$ cat src/rtl/seq_alu.sv
// Sequential ALU: single-cycle logic/arithmetic ops, iterative shift-add MUL and,
// when SEQ_ALU_DIV_EN is defined, a restoring DIVU (otherwise opcode 1001 is undefined).
module seq_alu #(
    parameter int DATA_WIDTH = 32
) (
    input  logic                  CLK,
    input  logic                  RST,
    input  logic [DATA_WIDTH-1:0] SrcA,
    input  logic [DATA_WIDTH-1:0] SrcB,
    input  logic [3:0]            ALUControl,
    input  logic                  Start,
    output logic                  Busy,
    output logic                  Done,
    output logic [DATA_WIDTH-1:0] ALUResult,
    output logic [DATA_WIDTH-1:0] HiResult,
    output logic                  Zero,
    output logic                  Overflow
);

    localparam int               CNT_W     = $clog2(DATA_WIDTH);
    localparam logic [CNT_W-1:0] LAST_STEP = CNT_W'(DATA_WIDTH - 1);

    typedef enum logic [3:0] {
        OP_AND  = 4'b0000,
        OP_OR   = 4'b0001,
        OP_ADD  = 4'b0010,
        OP_XOR  = 4'b0011,
        OP_SUB  = 4'b0100,
        OP_MUL  = 4'b0101,
        OP_SLT  = 4'b0110,
        OP_SLTU = 4'b0111,
        OP_NOR  = 4'b1000,
        OP_DIVU = 4'b1001
    } op_e;

    typedef enum logic [1:0] {
        IDLE = 2'd0,
        MUL  = 2'd1,
        DIV  = 2'd2
    } state_e;

    state_e                  state_q, state_d;
    logic [CNT_W-1:0]        cnt_q, cnt_d;
    logic [DATA_WIDTH-1:0]   opnd_q, opnd_d;      // multiplicand or divisor
    logic [DATA_WIDTH-1:0]   acc_hi_q, acc_hi_d;  // partial product high / remainder
    logic [DATA_WIDTH-1:0]   acc_lo_q, acc_lo_d;  // multiplier / dividend-then-quotient
    logic [DATA_WIDTH-1:0]   result_q, result_d;
    logic [DATA_WIDTH-1:0]   hi_q, hi_d;
    logic                    ovf_q, ovf_d;
    logic                    done_q, done_d;

    logic [DATA_WIDTH-1:0]   sum, diff, single_res;
    logic                    add_ovf, sub_ovf, single_ovf;
    logic [DATA_WIDTH:0]     mul_sum;
    logic [DATA_WIDTH-1:0]   mul_hi_nxt, mul_lo_nxt;

    assign sum     = SrcA + SrcB;
    assign diff    = SrcA - SrcB;
    assign add_ovf = (SrcA[DATA_WIDTH-1] == SrcB[DATA_WIDTH-1]) && (sum[DATA_WIDTH-1] != SrcA[DATA_WIDTH-1]);
    assign sub_ovf = (SrcA[DATA_WIDTH-1] != SrcB[DATA_WIDTH-1]) && (diff[DATA_WIDTH-1] != SrcA[DATA_WIDTH-1]);

    always_comb begin
        single_res = '0;
        single_ovf = 1'b0;
        case (ALUControl)
            OP_AND:  single_res = SrcA & SrcB;
            OP_OR:   single_res = SrcA | SrcB;
            OP_ADD:  begin single_res = sum;  single_ovf = add_ovf; end
            OP_XOR:  single_res = SrcA ^ SrcB;
            OP_SUB:  begin single_res = diff; single_ovf = sub_ovf; end
            OP_SLT:  single_res = {{(DATA_WIDTH-1){1'b0}}, $signed(SrcA) < $signed(SrcB)};
            OP_SLTU: single_res = {{(DATA_WIDTH-1){1'b0}}, SrcA < SrcB};
            OP_NOR:  single_res = ~(SrcA | SrcB);
            default: ;
        endcase
    end

    // One shift-add step: conditionally add the multiplicand to the high half, then shift right.
    assign mul_sum    = {1'b0, acc_hi_q} + {1'b0, (acc_lo_q[0] ? opnd_q : {DATA_WIDTH{1'b0}})};
    assign mul_hi_nxt = mul_sum[DATA_WIDTH:1];
    assign mul_lo_nxt = {mul_sum[0], acc_lo_q[DATA_WIDTH-1:1]};

`ifdef SEQ_ALU_DIV_EN
    logic [DATA_WIDTH:0]   div_shift;
    logic                  div_ge;
    logic [DATA_WIDTH-1:0] div_rem_nxt, div_quo_nxt;

    // Restoring step; a zero divisor always "fits", yielding all-ones quotient and remainder = SrcA.
    assign div_shift   = {acc_hi_q, acc_lo_q[DATA_WIDTH-1]};
    assign div_ge      = div_shift >= {1'b0, opnd_q};
    assign div_rem_nxt = div_ge ? (div_shift[DATA_WIDTH-1:0] - opnd_q) : div_shift[DATA_WIDTH-1:0];
    assign div_quo_nxt = {acc_lo_q[DATA_WIDTH-2:0], div_ge};
`endif

    always_comb begin
        // NOTE: every *_d starts from its hold value so no path through this block infers a latch.
        state_d  = state_q;
        cnt_d    = cnt_q;
        opnd_d   = opnd_q;
        acc_hi_d = acc_hi_q;
        acc_lo_d = acc_lo_q;
        result_d = result_q;
        hi_d     = hi_q;
        ovf_d    = ovf_q;
        done_d   = 1'b0;

        case (state_q)
            IDLE: begin
                if (Start) begin
                    case (ALUControl)
                        OP_MUL: begin
                            state_d  = MUL;
                            cnt_d    = '0;
                            opnd_d   = SrcA;
                            acc_hi_d = '0;
                            acc_lo_d = SrcB;
                        end
`ifdef SEQ_ALU_DIV_EN
                        OP_DIVU: begin
                            state_d  = DIV;
                            cnt_d    = '0;
                            opnd_d   = SrcB;
                            acc_hi_d = '0;
                            acc_lo_d = SrcA;
                        end
`endif
                        default: begin
                            result_d = single_res;
                            hi_d     = '0;
                            ovf_d    = single_ovf;
                            done_d   = 1'b1;
                        end
                    endcase
                end
            end
            MUL: begin
                acc_hi_d = mul_hi_nxt;
                acc_lo_d = mul_lo_nxt;
                cnt_d    = cnt_q + 1'b1;
                if (cnt_q == LAST_STEP) begin
                    result_d = mul_lo_nxt;
                    hi_d     = mul_hi_nxt;
                    ovf_d    = 1'b0;
                    done_d   = 1'b1;
                    cnt_d    = '0;
                    state_d  = IDLE;
                end
            end
`ifdef SEQ_ALU_DIV_EN
            DIV: begin
                acc_hi_d = div_rem_nxt;
                acc_lo_d = div_quo_nxt;
                cnt_d    = cnt_q + 1'b1;
                if (cnt_q == LAST_STEP) begin
                    result_d = div_quo_nxt;
                    hi_d     = div_rem_nxt;
                    ovf_d    = 1'b0;
                    done_d   = 1'b1;
                    cnt_d    = '0;
                    state_d  = IDLE;
                end
            end
`endif
            default: state_d = IDLE;
        endcase
    end

    always_ff @(posedge CLK or negedge RST) begin
        if (!RST) begin
            // NOTE: the datapath registers are reset as well, so nothing downstream ever sees X.
            state_q  <= IDLE;
            cnt_q    <= '0;
            opnd_q   <= '0;
            acc_hi_q <= '0;
            acc_lo_q <= '0;
            result_q <= '0;
            hi_q     <= '0;
            ovf_q    <= 1'b0;
            done_q   <= 1'b0;
        end else begin
            // NOTE: non-blocking assignments so every register samples the pre-edge values.
            state_q  <= state_d;
            cnt_q    <= cnt_d;
            opnd_q   <= opnd_d;
            acc_hi_q <= acc_hi_d;
            acc_lo_q <= acc_lo_d;
            result_q <= result_d;
            hi_q     <= hi_d;
            ovf_q    <= ovf_d;
            done_q   <= done_d;
        end
    end

    assign Busy      = (state_q != IDLE);
    assign Done      = done_q;
    assign ALUResult = result_q;
    assign HiResult  = hi_q;
    assign Overflow  = ovf_q;
    assign Zero      = (result_q == '0);

endmodule

$ cat config.mk
export PLATFORM = sky130hd
export DESIGN_NAME = seq_alu
export DESIGN_NICKNAME = d
export VERILOG_FILES = /design/src/rtl/seq_alu.sv
export SDC_FILE = /design/constraint.sdc
export NUM_CORES = 1
export LEC_CHECK = 0
export ABC_AREA = 1
export ABC_CLOCK_PERIOD_IN_PS = 6300
export BUFFER_PORTS_ARGS = -buffer_cell sky130_fd_sc_hd__buf_2
export CAP_MARGIN = 20
export CORE_MARGIN = 10
export CORE_UTILIZATION = 40
export CTS_BUF_LIST = sky130_fd_sc_hd__clkbuf_4
export DETAILED_ROUTE_END_ITERATION = 7
export PLACE_DENSITY = 0.55
export SLEW_MARGIN = 40
export SYNTH_ARGS = -nofsm -noshare
export SYNTH_HDL_FRONTEND = slang
export SYNTH_SLANG_ARGS = --single-unit
$ cat constraint.sdc
create_clock -name CLK -period 6.3 [get_ports CLK]
set_clock_uncertainty 0.2 [all_clocks]
set_input_delay 0.63 -clock CLK [delete_from_list [all_inputs] [get_ports CLK]]
set_output_delay 0.63 -clock CLK [all_outputs]
set_load 0.05 [all_outputs]
== Word-level counts from Yosys, hierarchy flattened ==
Index checks and enable logic that the tools add are counted.

* Input bits: 71
* Bits in registers: 169
* Word-level logic and storage cells: 81

* Mux-type cells: 33
* Eq/ne operators: 18
* Add/subtract/negate cells: 4
* Order comparisons: 2
* Bitwise gates (word level): 4
* Reductions and logical operators: 11

{| class="wikitable"
|+ Operators by type and width
! operator !! count
|-
| $mux 32 || 11
|-
| $pmux 32 s2 || 4
|-
| $pmux 32 s8 || 1
|-
| $lt 32x32->1 || 2
|-
| $add 32x32->33 || 1
|-
| $add 32x32->32 || 1
|-
| $and 32x32->32 || 1
|-
| $logic_not 32->1 || 1
|-
| $not 32->32 || 1
|-
| $or 32x32->32 || 1
|-
| $sub 32x32->32 || 1
|-
| $xor 32x32->32 || 1
|-
| $eq 4x3->1 const B || 4
|-
| $mux 5 || 3
|-
| $pmux 5 s2 || 1
|-
| $reduce_and 3->1 || 3
|-
| $eq 4x2->1 const B || 2
|-
| $mux 1 || 6
|-
| $mux 2 || 3
|-
| $ne 2x2->1 const B || 3
|-
| $pmux 1 s2 || 3
|-
| $add 5x1->5 const B || 1
|-
| $eq 5x5->1 const B || 1
|-
| $eq 4x1->1 const B || 1
|-
| other kinds (11) || 15
|}

== Longest topological paths before layout ==
Gate-level depths: netlist (run 1).

* Depth after elaboration: 7
* Depth in mapped cells: 19
* Gate-level depth less buffers: 18

== Worst setup path before layout (run 1) ==
Ideal clock, no wire load.

* Path type: flip-flop to output port
* Start point: register result_q[9], in the netlist ALUResult[9]
* End point: output Zero
* Required time: 5.470 ns
* Buffers on the path: 0
* Stages on the path, launching flop included: 3
* Slack: 2.837 ns
* Data arrival time: 2.633 ns
* Cell sequence: dfrtp_1 -> or4_1 -> nor4_1

* Word-level cells in the longest chain between the ends: 1

{| class="wikitable"
|+ RTL lines
! element !! line !! source
|-
| start: declaration || 47 || <nowiki>logic [DATA_WIDTH-1:0] result_q, result_d;</nowiki>
|-
| start signal: assignment || 187 || <nowiki>result_q <= result_d;</nowiki>
|-
| $logic_not 32->1 || 199 || <nowiki>assign Zero = (result_q == '0);</nowiki>
|-
| end: declaration || 16 || <nowiki>output logic Zero,</nowiki>
|}

Every way passes these cells.

== Worst setup path after layout (run 1) ==
* Start point: register result_q[21], in the netlist ALUResult[21]
* End point: output Zero

Same word-level chain as after synthesis.

==> results.toml, run 1 <==
[sta]
fmax_ghz = 0.311
setup-violations-final = 0
grt_setup_unrepaired = "false"
relSlewSlack = 0.456
period_share = 0.511
tns_ps = 0
hold_violations = 0
post-route-min-period_ps = 3220
tightest_slew_ps = 815
drv_slew = 0

[cts]
cts_buffer_depth = 2
cts_sinks = 168
clock_latency_ps = 640
clk_pin_slew_ps = 150
htree_levels = 4
numCtsBuffers = 17
cts_tree = "built"
cts_setup_buffers = 0
cts_root_buf = "clkbuf_4"

[flow_run]
maxCapViolations = 0

[final_layout]
final_common_cell = "nand2_1"
ff_latch_area_um2 = 4210
drive_above_1_share = 0.107
fin_nets = 2794
fillerInstances = 4378
syn2layout_area_growth_pct = 7.22
final_cell_mix = "nand2_1, inv_1, dfrtp_1, nand3_1, nor2_1"
stdcell_area_um2 = 17200
multiInputGateArea_um2 = 9630

[critical_path]
cp_max_fo = 3
crit_top_cell = "nor4_1"
arrival_ps = 2390
slowest_delay_ps = 450
worstPathCellList = "nor4_1, nand4_1, nor4_1, buf_2"
crit_type = "register to primary output"
start_kind = "register"
endpoint_kind = "primary output"
critical_path_required_ps = 5470
cpMaxStageDelayCell = "dfrtp_1"

[power]
power.density_nw_per_um2 = 310
p_leak_nw = 9.37
vdd_drop_max_uv = 206

[global_route]
met2_usage = 0.425
grt-ovfl-total = 0
globalRouteMet3Util = 0.0354
grt_pass1_wl_um = 96000
antenna_found_initial = 2
grt_pass1_vias = 16179
met1_usage = 0.343
grt_usage = 0.261
grt-busiest-layer = "met2"
grt_max_degree = 97

[run_status]
status = "completed"

[logic_synthesis]
synth_edf_count = 0
synth_area_per_cell_um2 = 6.40
synthesis.nets = 2718
synth_cell_types = 56
seq_area_frac_synth = 0.262
ys.flop_type = "dfrtp_1"
syn_inst = 2508
synth_warnings = 0
synth-seq-cells = 168
async_flop_share = 1.00
syn_area_um2 = 16100

[placed_design]
place_congestion = 1.02
place_area_um2 = 16900
io_buffers = 138
dpl.hpwl_um = 51400

[detailed_routing]
first_pass_iters = 6
drt-vias-per-instance = 5.35
drt_wl_total_um = 64300
vias = 16707
drt_iter0_markers = 1400
drc = 0
wire_per_inst_um = 20.6
drtAntennaViolNets = 0

[min_path]
hold_class = "input port to register"

[floorplanning]
die_w_um = 220
num_rows = 73
fp.dieH_um = 220
core_um2 = 39700
die_area_um2 = 48600
io_pins = 139
start_util = 0.404
-- flip-flops by register name (all words and copies together), names as in the netlist --
signal     flops
Overflow       1
cnt_q          5
opnd_q        32
HiResult      32
ALUResult     32
state_q        1
acc_lo_q      32
Done           1
acc_hi_q      32
-- area by class of cell --
cell class,instances,area share
Antenna cell,1,0.000145
Clock buffer,18,0.00785
Clock inverter,14,0.00872
Inverter,432,0.0943
Multi-Input combinational cell,1816,0.560
Sequential cell,168,0.244
Tap cell,525,0.0382
Timing Repair Buffer,149,0.0469
-- Yosys cell counts, types with 10 or more instances --
cell type,instances,area share
inv_1,413,0.097
nand2_2,17,0.0066
clkbuf_1,22,0.0051
nor2_1,149,0.035
ha_1,136,0.11
a221oi_1,19,0.010
nand4_1,30,0.012
a31oi_1,20,0.0078
buf_2,29,0.0090
dfrtp_1,168,0.26
o21bai_1,10,0.0047
buf_4,17,0.0079
nor3_1,23,0.0072
a21oi_1,143,0.045
nor2_2,23,0.0090
nand2_1,787,0.18
nand3_1,160,0.050
o21ai_0,129,0.040
inv_2,16,0.0037
buf_6,21,0.015
o22ai_1,27,0.011
o211ai_1,30,0.014
nor4_1,13,0.0051
o21ai_1,20,0.0062
nor2_4,14,0.0098
-- worst paths after layout --
path,slack [ps],endpoint,from,cells past startpoint
setup / recovery,3080,Zero,ALUResult[21],4
hold / removal,80,acc_lo_q[12],SrcB[12],3
setup reg to reg,3190,HiResult[15],acc_lo_q[0],14
hold reg to reg,290,HiResult[25],HiResult[25],2
max in group asynchronous,4320,acc_hi_q[28],RST,3
min in group asynchronous,410,acc_hi_q[5],RST,2
-- per-stage QoR --
stage	utilization	hold WS, ps	std cells	total power, W	worst slack [ps]
after global routing	0.433	50.2	3123	0.00572	2900
after detailed placement	0.426	265	3089	0.00470	2840
after floorplan	-	134	2508	0.00383	2840
final	0.433	81.4	3123	0.00533	3080
after global placement	0.425	260	3088	0.00467	2820
after CTS	0.433	16.6	3122	0.00536	3030
-- routing by layer --
layer,wire (um),share of wire
met3,4210,0.066
met1,28200,0.44
met5,12,0.00019
met4,2550,0.040
met2,29300,0.46
-- power by group --
| part | switching, W | internal [W] |
|---|---|---|
| combinational | 0.00209 | 0.000747 |
| clock | 0.000409 | 0.000243 |
| sequential | 0.000348 | 0.00149 |
| total | 0.00285 | 0.00248 |
-- repair_timing --
item,in CTS,in global routing
gates resized for setup,0,0
hold endpoints to repair,95,0
hold buffers,1,0
-- kinds of logic after synthesis --
logic type      after synthesis  synth area share
simple gates               1237             0.328
buf+inv                     524             0.139
compound gates              436             0.159
flops                       168             0.262
fa+ha+maj                   139             0.110
xor+xnor                      4           0.00218
-- critical path, delay by kind of cell (launching register included) --
kind / cells / cell delay, ps
buf+inv: 1 / 320
flops: 1 / 450
simple gates: 3 / 980
Note: power is estimated with default switching activity, not from simulation.
==> run 2: changes to the inputs <==
--- a/config.mk
+++ b/config.mk
@@ -6,7 +6,7 @@
 export NUM_CORES = 1
 export LEC_CHECK = 0
 export ABC_AREA = 1
-export ABC_CLOCK_PERIOD_IN_PS = 6300
+export ABC_CLOCK_PERIOD_IN_PS = 3300
 export BUFFER_PORTS_ARGS = -buffer_cell sky130_fd_sc_hd__buf_2
 export CAP_MARGIN = 20
 export CORE_MARGIN = 10
==> constraint.sdc (replaced) <==
create_clock -name CLK -period 3.3 [get_ports CLK]
set_clock_uncertainty 0.2 [all_clocks]
set_input_delay 0.33 -clock CLK [delete_from_list [all_inputs] [get_ports CLK]]
set_output_delay 0.33 -clock CLK [all_outputs]
set_load 0.05 [all_outputs]
==> results.toml, run 2 (synthesis gave the netlist of run 1 again) <==
[flow_run]
maxCapViolations = 0

[sta]
period_share = 0.935
relSlewSlack = 0.498
setup-violations-final = 0
hold_violations = 0
hold_slack_ps = 78.5
fmax_ghz = 0.324
tightest_slew_ps = 752
post-route-min-period_ps = 3090
tns_ps = 0
drv_slew = 0
grt_setup_unrepaired = "false"

[detailed_routing]
drt-vias-per-instance = 5.33
wire_per_inst_um = 20.8
drt_wl_total_um = 67100
drt_iter0_markers = 1504
first_pass_iters = 8
drtAntennaViolNets = 0
vias = 17199
drc = 0

[min_path]
hold_class = "input port to register"

[final_layout]
fin_cells = 3227
final_common_cell = "nand2_1"
final_cell_mix = "nand2_1, inv_1, dfrtp_1, nand3_1, nor2_1"
fin_nets = 2898
syn2layout_area_growth_pct = 13.7
drive_above_1_share = 0.117

[power]
p_sw_frac = 0.530
power_w = 0.0105
vdd_drop_max_uv = 483
power.density_nw_per_um2 = 576
p_seq_frac = 0.334
p_leak_nw = 9.87
switching_power_w = 0.00557
pwr-share-clk = 0.130
p_comb_frac = 0.536
internal_power_w = 0.00494

[global_route]
grt_pass1_vias = 16721
antenna_found_initial = 4
grt_pass1_wl_um = 100000
grt_usage = 0.273
grt-ovfl-total = 0
grt_max_degree = 87

[placed_design]
dpl.hpwl_um = 54100
io_buffers = 138
place_congestion = 1.02
place_inst = 3128

[floorplanning]
num_rows = 73
io_pins = 139
fp.dieH_um = 220
die_area_um2 = 48600
core_um2 = 39700
start_util = 0.404
die_w_um = 220

[cts]
cts_sinks = 168
clock_latency_ps = 640
cts_resized = 0
cts_buffer_depth = 2
cts_tree = "built"
htree_levels = 4
clk_pin_slew_ps = 160
numCtsBuffers = 17
cts_root_buf = "clkbuf_4"

[critical_path]
cp_max_fo = 5
crit_type = "input port to register"
arrival_ps = 3470
endpoint_kind = "register"
start_kind = "input port"
critical_path_required_ps = 3690

[run_status]
status = "completed"
[run 2: timing repair]
| action | in CTS | in global routing |
|---|---|---|
| buffers inserted | 0 | 0 |
| hold buffers | 64 | 1 |
| endpoints found under the hold margin | 147 | 11 |
| setup endpoints to repair | 0 | 0 |
[run 2: final cells by class]
type / count / area, um^2
fillers: 4318 / 21500
multi-input cells: 1816 / 9630
flip-flops and latches: 168 / 4210
repair buffers: 253 / 1810
inverters: 432 / 1630
well taps: 525 / 657
clock inverters: 15 / 193
clock buffers: 17 / 128
diodes: 1 / 2.50
[run 2: final timing paths]
path                            slack [ps]             to  cells past startpoint    startpoint
worst min register to register         290   HiResult[20]                      2  HiResult[20]
worst max-delay path                   210  ALUResult[30]                     19       SrcA[0]
min in group asynchronous              520    acc_hi_q[2]                      3           RST
worst min-delay path                    80       Overflow                      7         Start
max in group asynchronous             1430     opnd_q[31]                      5           RST
worst max register to register         280   HiResult[15]                     11   acc_lo_q[0]
[run 2: routing by layer]
metal | GRT usage | wire length, um | share of wire | vias up
met5 | 0 | 0 | 0 | -
met4 | 0.0849 | 1860 | 0.028 | 0
met3 | 0.0440 | 4700 | 0.070 | 89
met2 | 0.444 | 30900 | 0.46 | 619
met1 | 0.364 | 29600 | 0.44 | 8100
li1 | - | - | - | 8391
[run 2: metrics by stage]
stage | utilization | setup WS (ps) | area, um^2
2_1_floorplan | - | 137 | 16100
3_3_place_gp | 0.434 | 166 | 17300
3_5_place_dp | 0.434 | 196 | 17300
4_1_cts | 0.458 | 252 | 18200
5_1_grt | 0.459 | 111 | 18300
6_report | 0.459 | 214 | 18300
[run 2: critical path, stage by stage]
cell           delay (ps)
dlygate4sd3_1         530
buf_2                 130
inv_1                 140
ha_1                  180
inv_1                 130
fa_1                  510
nand2_1               110
nand2_1                80
nand3_1                70
nand2_1               200
nand2_1               150
nand3_1               160
nand2_1               150
nand2_1                70
nand2_1                60
nand3_1               100
nand3_1               150
nand2_1               100
a21oi_2               120
[run 2: power by group through the flow]
stage / registers (W) / clock network [W] / logic [W]
after floorplan: 0.00452 / 0 / 0.00280
after global placement: 0.00353 / 0 / 0.00556
after detailed placement: 0.00354 / 0 / 0.00557
after CTS: 0.00351 / 0.00140 / 0.00563
after global routing: 0.00361 / 0.00149 / 0.00615
final: 0.00351 / 0.00137 / 0.00563
==> run 3: changes to the inputs <==
--- a/config.mk
+++ b/config.mk
@@ -8,12 +8,14 @@
 export ABC_AREA = 1
 export ABC_CLOCK_PERIOD_IN_PS = 3300
 export BUFFER_PORTS_ARGS = -buffer_cell sky130_fd_sc_hd__buf_2
-export CAP_MARGIN = 20
+export CAP_MARGIN = 40
+export CELL_PAD_IN_SITES_DETAIL_PLACEMENT = 0
+export CELL_PAD_IN_SITES_GLOBAL_PLACEMENT = 1
 export CORE_MARGIN = 10
 export CORE_UTILIZATION = 40
 export CTS_BUF_LIST = sky130_fd_sc_hd__clkbuf_4
 export DETAILED_ROUTE_END_ITERATION = 7
-export PLACE_DENSITY = 0.55
+export PLACE_DENSITY = 0.74
 export SLEW_MARGIN = 40
 export SYNTH_ARGS = -nofsm -noshare
 export SYNTH_HDL_FRONTEND = slang
==> results.toml, run 3 (synthesis gave the netlist of run 1 again) <==
[sta]
drv_slew = 0
hold_violations = 0
post-route-min-period_ps = 3230
setup-violations-final = 0
period_share = 0.979
fin_ws_ps = 67.7
grt_setup_unrepaired = "false"
hold_slack_ps = 27.4
fmax_ghz = 0.309
tightest_slew_ps = 786
relSlewSlack = 0.476

[cts]
cts_buffer_depth = 2
cts_sinks = 168
clock_latency_ps = 680
cts_tree = "built"
cts_root_buf = "clkbuf_4"
cts_setup_buffers = 0
clk_pin_slew_ps = 190
htree_levels = 4
numCtsBuffers = 17

[flow_run]
maxCapViolations = 0

[floorplanning]
io_pins = 139
core_um2 = 39700
fp.dieH_um = 220
die_area_um2 = 48600
die_w_um = 220
start_util = 0.404
num_rows = 73

[detailed_routing]
drt_iter0_markers = 1606
drt-vias-per-instance = 5.35
drc = 0
first_pass_iters = 7
drtAntennaViolNets = 0
drt_wl_total_um = 68300
vias = 17235
wire_per_inst_um = 21.2

[global_route]
grt_usage = 0.279
grt_pass1_vias = 16910
grt_max_degree = 66
antenna_found_initial = 1
grt-ovfl-total = 0
grt_pass1_wl_um = 102000

[final_layout]
final_common_cell = "nand2_1"
final_cell_mix = "nand2_1, inv_1, dfrtp_1, nand3_1, nor2_1"
syn2layout_area_growth_pct = 12.9
fin_nets = 2891
drive_above_1_share = 0.115

[placed_design]
dp_slack_ps = -69.8
io_buffers = 138
dpl.hpwl_um = 55000
place_congestion = 1.02

[critical_path]
r2r_cells = 13
ff2ff_setup_slack_ps = 170
endpoint_kind = "register"
r2r-start = "acc_lo_q[0]"
crit_type = "input port to register"
r2r-end = "HiResult[20]"
critical_path_required_ps = 3720
arrival_ps = 3650
cp_max_fo = 5
start_kind = "input port"

[power]
power_w = 0.0105
internal_power_w = 0.00480
p_leak_nw = 9.81
p_sw_frac = 0.542
p_comb_frac = 0.540
switching_power_w = 0.00567
power.density_nw_per_um2 = 578
pwr-share-clk = 0.122
vdd_drop_max_uv = 456
p_seq_frac = 0.338

[min_path]
hold_class = "input port to asynchronous set/reset pin"

[run_status]
status = "completed"
run 3: cell count changes in the layout (fill, tap and decap cells not counted), sizes merged:
cell	change
inv	+3
bufinv	-2
buf	-7
clkinv	-1
dlygate4sd3	+1
clkinvlp	-1
run 3: worst max-delay path by stage:
stage             startpoint            end  slack (ps)  cells past startpoint
2_1_floorplan   ALUResult[9]           Zero         140                      2
3_3_place_gp         SrcA[0]  ALUResult[24]         -90                     16
3_5_place_dp         SrcA[0]  ALUResult[24]         -70                     16
4_1_cts        ALUResult[17]           Zero          80                      4
5_1_grt        ALUResult[17]           Zero          30                      4
6_report             SrcB[0]  ALUResult[24]          70                     16
run 3: timing repair:
item                       in CTS  in global routing
hold buffers                   66                  0
cloned                          0                  0
setup endpoints to repair       1                  3
hold endpoints to repair      213                  0
gates resized for setup         1                  2
run 3: power groups by stage:
stage	registers, W	logic [W]	clock network (W)
after floorplan	0.00452	0.00280	0
after global routing	0.00363	0.00616	0.00139
after global placement	0.00353	0.00554	0
after detailed placement	0.00356	0.00557	0
final	0.00354	0.00565	0.00128
after CTS	0.00352	0.00564	0.00131
run 3: final cells by class:
class	count	area, um^2
fill	4349	21600
clock inverter	14	139
tap	525	657
timing repair buffer	246	1720
inverter	432	1620
sequential	168	4210
clock buffer	18	135
multi-input combinational	1816	9640
antenna	1	2.50
run 3: routing by layer:
metal	part of all wire	up-vias	track usage
met5	0	-	0
met4	0.026	0	0.0865
met3	0.067	83	0.0386
met2	0.47	624	0.460
met1	0.44	8155	0.370
li1	-	8373	-
run 3: through the flow:
stage                     cell area [um^2]  utilization  setup TNS, ps  std cells
after floorplan                      16100            -              0       2508
after global placement               17200        0.432           -127       3121
after detailed placement             17200        0.432          -76.1       3121
after CTS                            18100        0.456              0       3219
after global routing                 18100        0.456              0       3220
final                                18100        0.456              0       3220
run 3: worst max-delay path, cell delays in order:
cell and delay (ps):
dlygate4sd3_1 550, buf_2 130, ha_1 310, inv_1 200, fa_1 460, inv_1 270, nand3_1 140, nand3_2 190
nand2_1 120, nand2_1 230, nand2_1 110, nand4_1 100, nand3_1 100, nand3_1 130, nand2_1 90, a21oi_1 170
